File: src/rtl/instr_fetch_pkg.sv
// Instruction fetch shared constants.
// Default geometry and output buffer sizing.
package instr_fetch_pkg;

  localparam int ADDR_WIDTH    = 3;
  localparam int DATA_WIDTH    = 10;
  localparam int DEPTH         = 1 << ADDR_WIDTH;
  localparam int OUT_BUF_DEPTH = 2;
  localparam int CNT_WIDTH     = $clog2(OUT_BUF_DEPTH + 1);

endpackage

File: src/rtl/fetch_out_buffer.sv
// Two-entry in-order buffer of fetched words.
// Each entry carries the word and its fetch address.
module fetch_out_buffer
  import instr_fetch_pkg::*;
#(
  parameter int DATA_WIDTH = instr_fetch_pkg::DATA_WIDTH,
  parameter int ADDR_WIDTH = instr_fetch_pkg::ADDR_WIDTH
) (
  input  logic                  clk,
  input  logic                  rst,
  input  logic                  flush,
  input  logic                  push,
  input  logic [DATA_WIDTH-1:0] push_data,
  input  logic [ADDR_WIDTH-1:0] push_pc,
  input  logic                  pop,
  output logic                  valid,
  output logic [DATA_WIDTH-1:0] data,
  output logic [ADDR_WIDTH-1:0] pc,
  output logic [CNT_WIDTH-1:0]  count
);

  logic [DATA_WIDTH-1:0] hd_data;
  logic [DATA_WIDTH-1:0] tl_data;
  logic [ADDR_WIDTH-1:0] hd_pc;
  logic [ADDR_WIDTH-1:0] tl_pc;
  logic [CNT_WIDTH-1:0]  cnt;
  logic                  do_pop;

  assign do_pop = pop && (cnt != '0);
  assign valid  = cnt != '0;
  assign data   = hd_data;
  assign pc     = hd_pc;
  assign count  = cnt;

  // Head register is the presented entry; tail only fills when head busy.
  always_ff @(posedge clk) begin
    if (rst) begin
      hd_data <= '0;
      hd_pc   <= '0;
      tl_data <= '0;
      tl_pc   <= '0;
      cnt     <= '0;
    end else if (flush) begin
      cnt <= '0;
    end else begin
      unique case (1'b1)
        push && do_pop: begin
          if (cnt == CNT_WIDTH'(1)) begin
            hd_data <= push_data;
            hd_pc   <= push_pc;
          end else begin
            hd_data <= tl_data;
            hd_pc   <= tl_pc;
            tl_data <= push_data;
            tl_pc   <= push_pc;
          end
        end
        push && !do_pop: begin
          if (cnt == '0) begin
            hd_data <= push_data;
            hd_pc   <= push_pc;
          end else begin
            tl_data <= push_data;
            tl_pc   <= push_pc;
          end
          cnt <= cnt + 1'b1;
        end
        !push && do_pop: begin
          hd_data <= tl_data;
          hd_pc   <= tl_pc;
          cnt     <= cnt - 1'b1;
        end
        default: ;
      endcase
    end
  end

endmodule

File: src/rtl/instruction_fetch.sv
// Sequential instruction fetch with redirect support.
// Issues one read per cycle while buffer space allows.
module instruction_fetch
  import instr_fetch_pkg::*;
#(
  parameter int DEPTH      = instr_fetch_pkg::DEPTH,
  parameter int DATA_WIDTH = instr_fetch_pkg::DATA_WIDTH,
  parameter int ADDR_WIDTH = instr_fetch_pkg::ADDR_WIDTH
) (
  input  logic                  clk,
  input  logic                  rst,
  input  logic                  fetch_en,
  input  logic                  redirect_valid,
  input  logic [ADDR_WIDTH-1:0] redirect_addr,
  output logic                  imem_rd_en,
  output logic [ADDR_WIDTH-1:0] imem_addr,
  input  logic [DATA_WIDTH-1:0] imem_data,
  output logic                  instr_valid,
  input  logic                  instr_ready,
  output logic [DATA_WIDTH-1:0] instr_data,
  output logic [ADDR_WIDTH-1:0] instr_pc
);

  logic [ADDR_WIDTH-1:0] pc;
  logic [ADDR_WIDTH-1:0] pc_inc;
  logic [ADDR_WIDTH-1:0] inflight_pc;
  logic                  inflight;
  logic                  rd_en;
  logic                  pop;
  logic                  capture;
  logic [CNT_WIDTH-1:0]  buf_count;
  logic [CNT_WIDTH:0]    occupancy;

  assign pop = instr_valid && instr_ready;

  // Slots committed after this cycle: stored plus returning minus leaving.
  assign occupancy = {1'b0, buf_count}
                   + (CNT_WIDTH+1)'(inflight)
                   - (CNT_WIDTH+1)'(pop);

  assign rd_en = !rst && fetch_en && !redirect_valid
              && (occupancy < (CNT_WIDTH+1)'(OUT_BUF_DEPTH));

  assign capture = inflight && !redirect_valid;

  assign pc_inc = (pc == ADDR_WIDTH'(DEPTH-1)) ? '0 : pc + 1'b1;

  assign imem_rd_en = rd_en;
  assign imem_addr  = rst ? '0 : pc;

  always_ff @(posedge clk) begin
    if (rst) begin
      pc          <= '0;
      inflight    <= 1'b0;
      inflight_pc <= '0;
    end else begin
      inflight <= rd_en;
      if (rd_en) inflight_pc <= pc;
      if (redirect_valid) pc <= redirect_addr;
      else if (rd_en)     pc <= pc_inc;
    end
  end

  fetch_out_buffer #(
    .DATA_WIDTH(DATA_WIDTH),
    .ADDR_WIDTH(ADDR_WIDTH)
  ) u_out_buf (
    .clk      (clk),
    .rst      (rst),
    .flush    (redirect_valid),
    .push     (capture),
    .push_data(imem_data),
    .push_pc  (inflight_pc),
    .pop      (pop),
    .valid    (instr_valid),
    .data     (instr_data),
    .pc       (instr_pc),
    .count    (buf_count)
  );

endmodule
File: config.mk
export PLATFORM = sky130hd
export DESIGN_NAME = instruction_fetch
export DESIGN_NICKNAME = d
export VERILOG_FILES = /design/src/rtl/instr_fetch_pkg.sv /design/src/rtl/fetch_out_buffer.sv /design/src/rtl/instruction_fetch.sv
export SDC_FILE = /design/constraint.sdc
export NUM_CORES = 1
export LEC_CHECK = 0
export CAP_MARGIN = 20
export CORE_MARGIN = 10
export CORE_UTILIZATION = 56
export DETAILED_ROUTE_END_ITERATION = 16
export HOLD_SLACK_MARGIN = 0.15
export PLACE_DENSITY = 0.85
export SETUP_SLACK_MARGIN = 0.15
export SYNTH_ARGS = -nofsm -noshare
export SYNTH_HDL_FRONTEND = slang
export SYNTH_SLANG_ARGS = --single-unit
File: constraint.sdc
create_clock -name clk -period 5.73 [get_ports clk]
set_clock_uncertainty 0.2 [all_clocks]
set_input_delay 1.146 -clock clk [delete_from_list [all_inputs] [get_ports clk]]
set_output_delay 1.146 -clock clk [all_outputs]
set_load 0.01 [all_outputs]
==> reports/summary.txt <==
status -> finished, final reports clean
routed via count -> 1,875
Net count, final -> 273
R2R Setup Slk -> 2.48 ns
leakage -> 0.7766 nW
Avg Inst Size Synth -> 8.821 µm²
crit path to -> imem_rd_en
share of layout cells above drive strength 1 -> 0.06883
fill cell count -> 307
sequential share of the synthesized area -> 0.3594
power per cell area -> 204.1 mW/mm²
Max-slew headroom -> 0.3697
final WL -> 5230 µm
Worst setup SP type -> primary input
cell depth of the worst flop-to-flop path -> 11
ranking of synthesized cells by area -> dfxtp_1 (36%), o21ai_0 (7.7%), a21oi_1 (7.4%)
Worst VDD drop -> 159.4 µV
ys flop type -> dfxtp_1
async set-reset flop share out of synthesis -> 0
Die X -> 79 µm
CP cell instances -> clkdlybuf4s50_1 -> nand2_1 -> inv_1 -> ha_1 -> nand2b_1 -> fa_1 -> and4bb_2 -> nand2_1 -> inv_1 -> clkdlybuf4s50_1
I/O pins -> 36
Max Root-Sink Buffers -> 2
Tmin final -> 5.186 ns
Highest Clock Rate -> 0.1928 GHz
Pwr Total -> 0.0004818 W
TritonCTS clock tree -> done
RR Startpoint -> u_out_buf.count[1]
Post-Route Setup TNS -> 0 ns
Detail Placement HPWL -> 3460 µm
count of cell types in the netlist -> 31
vias in the first global route -> 1,781
Worst EP arrival -> 3.84 ns
Rows -> 21
Worst-path clk slew -> 0.10 ns
Post-synth EDFFs -> 0
Clock Latency Late Sink -> 0.35 ns
most frequent cells after synthesis -> dfxtp_1 (35), o21ai_0 (30), a21oi_1 (29)
number of synthesized register bits -> 35
final hold vios -> 0
period utilization -> 0.9051
Least-Margin Pin Slew -> 0.9414 ns
count leader, synth -> dfxtp_1
WL per Instance -> 17.85 µm
post-route core utilization -> 0.7020
vias per inst -> 6.399
initial core utilization -> 0.5796
crit end category -> output port
Post-Place Worst Slack -> 0.5702 ns
CP Launch Point -> instr_ready
Cells after Synth -> 221
number of antenna violations at the first check in global routing -> 0
Hold-fix buffers, CTS -> 0
Setup Buffers After CTS -> 0
largest net degree at the start of global routing -> 39
Final setup viols -> 0
Core Region -> 0.003363 mm²
drc violations -> 0
clk root buf -> clkbuf_4
placed cells -> 285
routability cong. -> 0.7847
non-filler instance count after layout -> 293
Mapped Area -> 0.001949 mm²
first-pass iteration count of the detailed router -> 6
unrepaired setup endpoints after global routing -> false
DR iter-0 viols -> 219
H-tree Lvls -> 2
Slew Limit Fails -> 0
# resized after CTS -> 0
CP Max Fanout -> 4
die area -> 0.006241 mm²
min-delay worst type -> register to register
post-layout worst setup margin -> 0.5437 ns
DIE HEIGHT -> 79 µm
post-synth top area share -> 0.3594
gr usage total -> 0.1704
Final ANT Viol Nets -> 0
post-synth top area cell -> dfxtp_1
Sink Count -> 35
Worst EP required -> 4.38 ns
CTS buffer count -> 5
area delta synth->final -> 21.12%
CP max stage delay -> 0.55 ns
CP max stage cell -> fa_1
Net Count, Synth -> 248
first-pass GRT wire length -> 8776 µm
Reg-to-Reg End -> pc[0]
number of diodes -> 0
Max-Cap Viols -> 0
synth warn -> 0
buffers added on ports -> 35
remaining global-route overflow -> 0
Setup CP Type -> primary input to output port
-- per-stage QoR --
step	cell area [µm²]	hold slack, ns
2_1_floorplan	1949	0.2502
3_3_place_gp	2292	0.2617
3_5_place_dp	2292	0.2690
4_1_cts	2361	0.2867
5_1_grt	2361	0.3071
6_report	2361	0.2875
-- routing by layer --
metal	track usage	up-vias	wire length (µm)
met5	0	-	0
met4	0.06272	0	104
met3	0.04505	12	400
met2	0.2610	81	2458
met1	0.2235	897	2267
li1	-	885	-
-- power breakdown --
group / internal (W) / switching (W) / leakage [nW]
logic: 0.0000328 / 0.0000381 / 0.455
clock network: 0.0000722 / 0.0000867 / 0.0386
registers: 0.000248 / 0.00000420 / 0.283
-- state kept, by name, summed over array words and instances (netlist names) --
signal,flops
u_out_buf.data,10
inflight_pc,3
u_out_buf.tl_data,10
u_out_buf.count,2
u_out_buf.pc,3
pc,3
inflight,1
u_out_buf.tl_pc,3
-- cell usage in the layout (no fill, tap or decap), types with 2 or more instances in the layout --
cell type        synthesis  routed
nor2b_1                  6       6
dfxtp_1                 35      35
nor2_1                   7       7
mux2_2                   2       2
buf_4                    2       3
clkbuf_8                 0       2
o21ai_0                 30      30
clkbuf_4                 0       5
mux2i_1                 12      12
a21oi_1                 29      29
a2111oi_0                3       3
nand3_1                 16      16
nand2_1                  5       5
nor3_1                   3       3
a311oi_1                 2       2
clkdlybuf4s50_1          0      35
ha_1                     8       8
a2111o_1                11      11
inv_1                    8       8
xor2_1                   3       3
a221oi_1                11      11
-- cell type report --
type                            count  area [µm²]  share of cell area
Clock buffer                        8       68.82             0.02915
Inverter                            8       30.03             0.01272
Multi-Input combinational cell    158        1131              0.4791
Timing Repair Buffer               38       372.9              0.1579
Sequential cell                    35       700.7              0.2968
Tap cell                           46       57.56             0.02438
-- logic make-up (layout without fill, tap and decap cells) --
family,count (synthesis),count (layout),share of synthesized area
AOI/OAI and AO/OA,87,87,0.2946
xor gates and xnor gates,4,4,0.01798
adders and majority gates,9,9,0.06162
buffers and inverters,28,54,0.06290
DFF,35,35,0.3594
muxes,14,14,0.07317
and+or+nand+nor,44,44,0.1303
-- worst min path at each step --
stage | start | to | cells after the start
final | u_out_buf.data[8] | u_out_buf.data[8] | 2
after global routing | u_out_buf.pc[1] | u_out_buf.pc[1] | 2
after CTS | u_out_buf.tl_pc[2] | u_out_buf.tl_pc[2] | 2
after detailed placement | u_out_buf.tl_pc[2] | u_out_buf.tl_pc[2] | 2
after global placement | u_out_buf.data[8] | u_out_buf.data[8] | 2
after floorplan | u_out_buf.tl_data[9] | u_out_buf.tl_data[9] | 2
-- critical path: cells and delay by family --
kind / cells / cell delay [ns]
AND/OR/NAND/NOR: 4 / 0.66
buffers and inverters: 4 / 1.25
adder cells (fa/ha/maj): 2 / 0.79
Power figures use the tool's default switching activity.
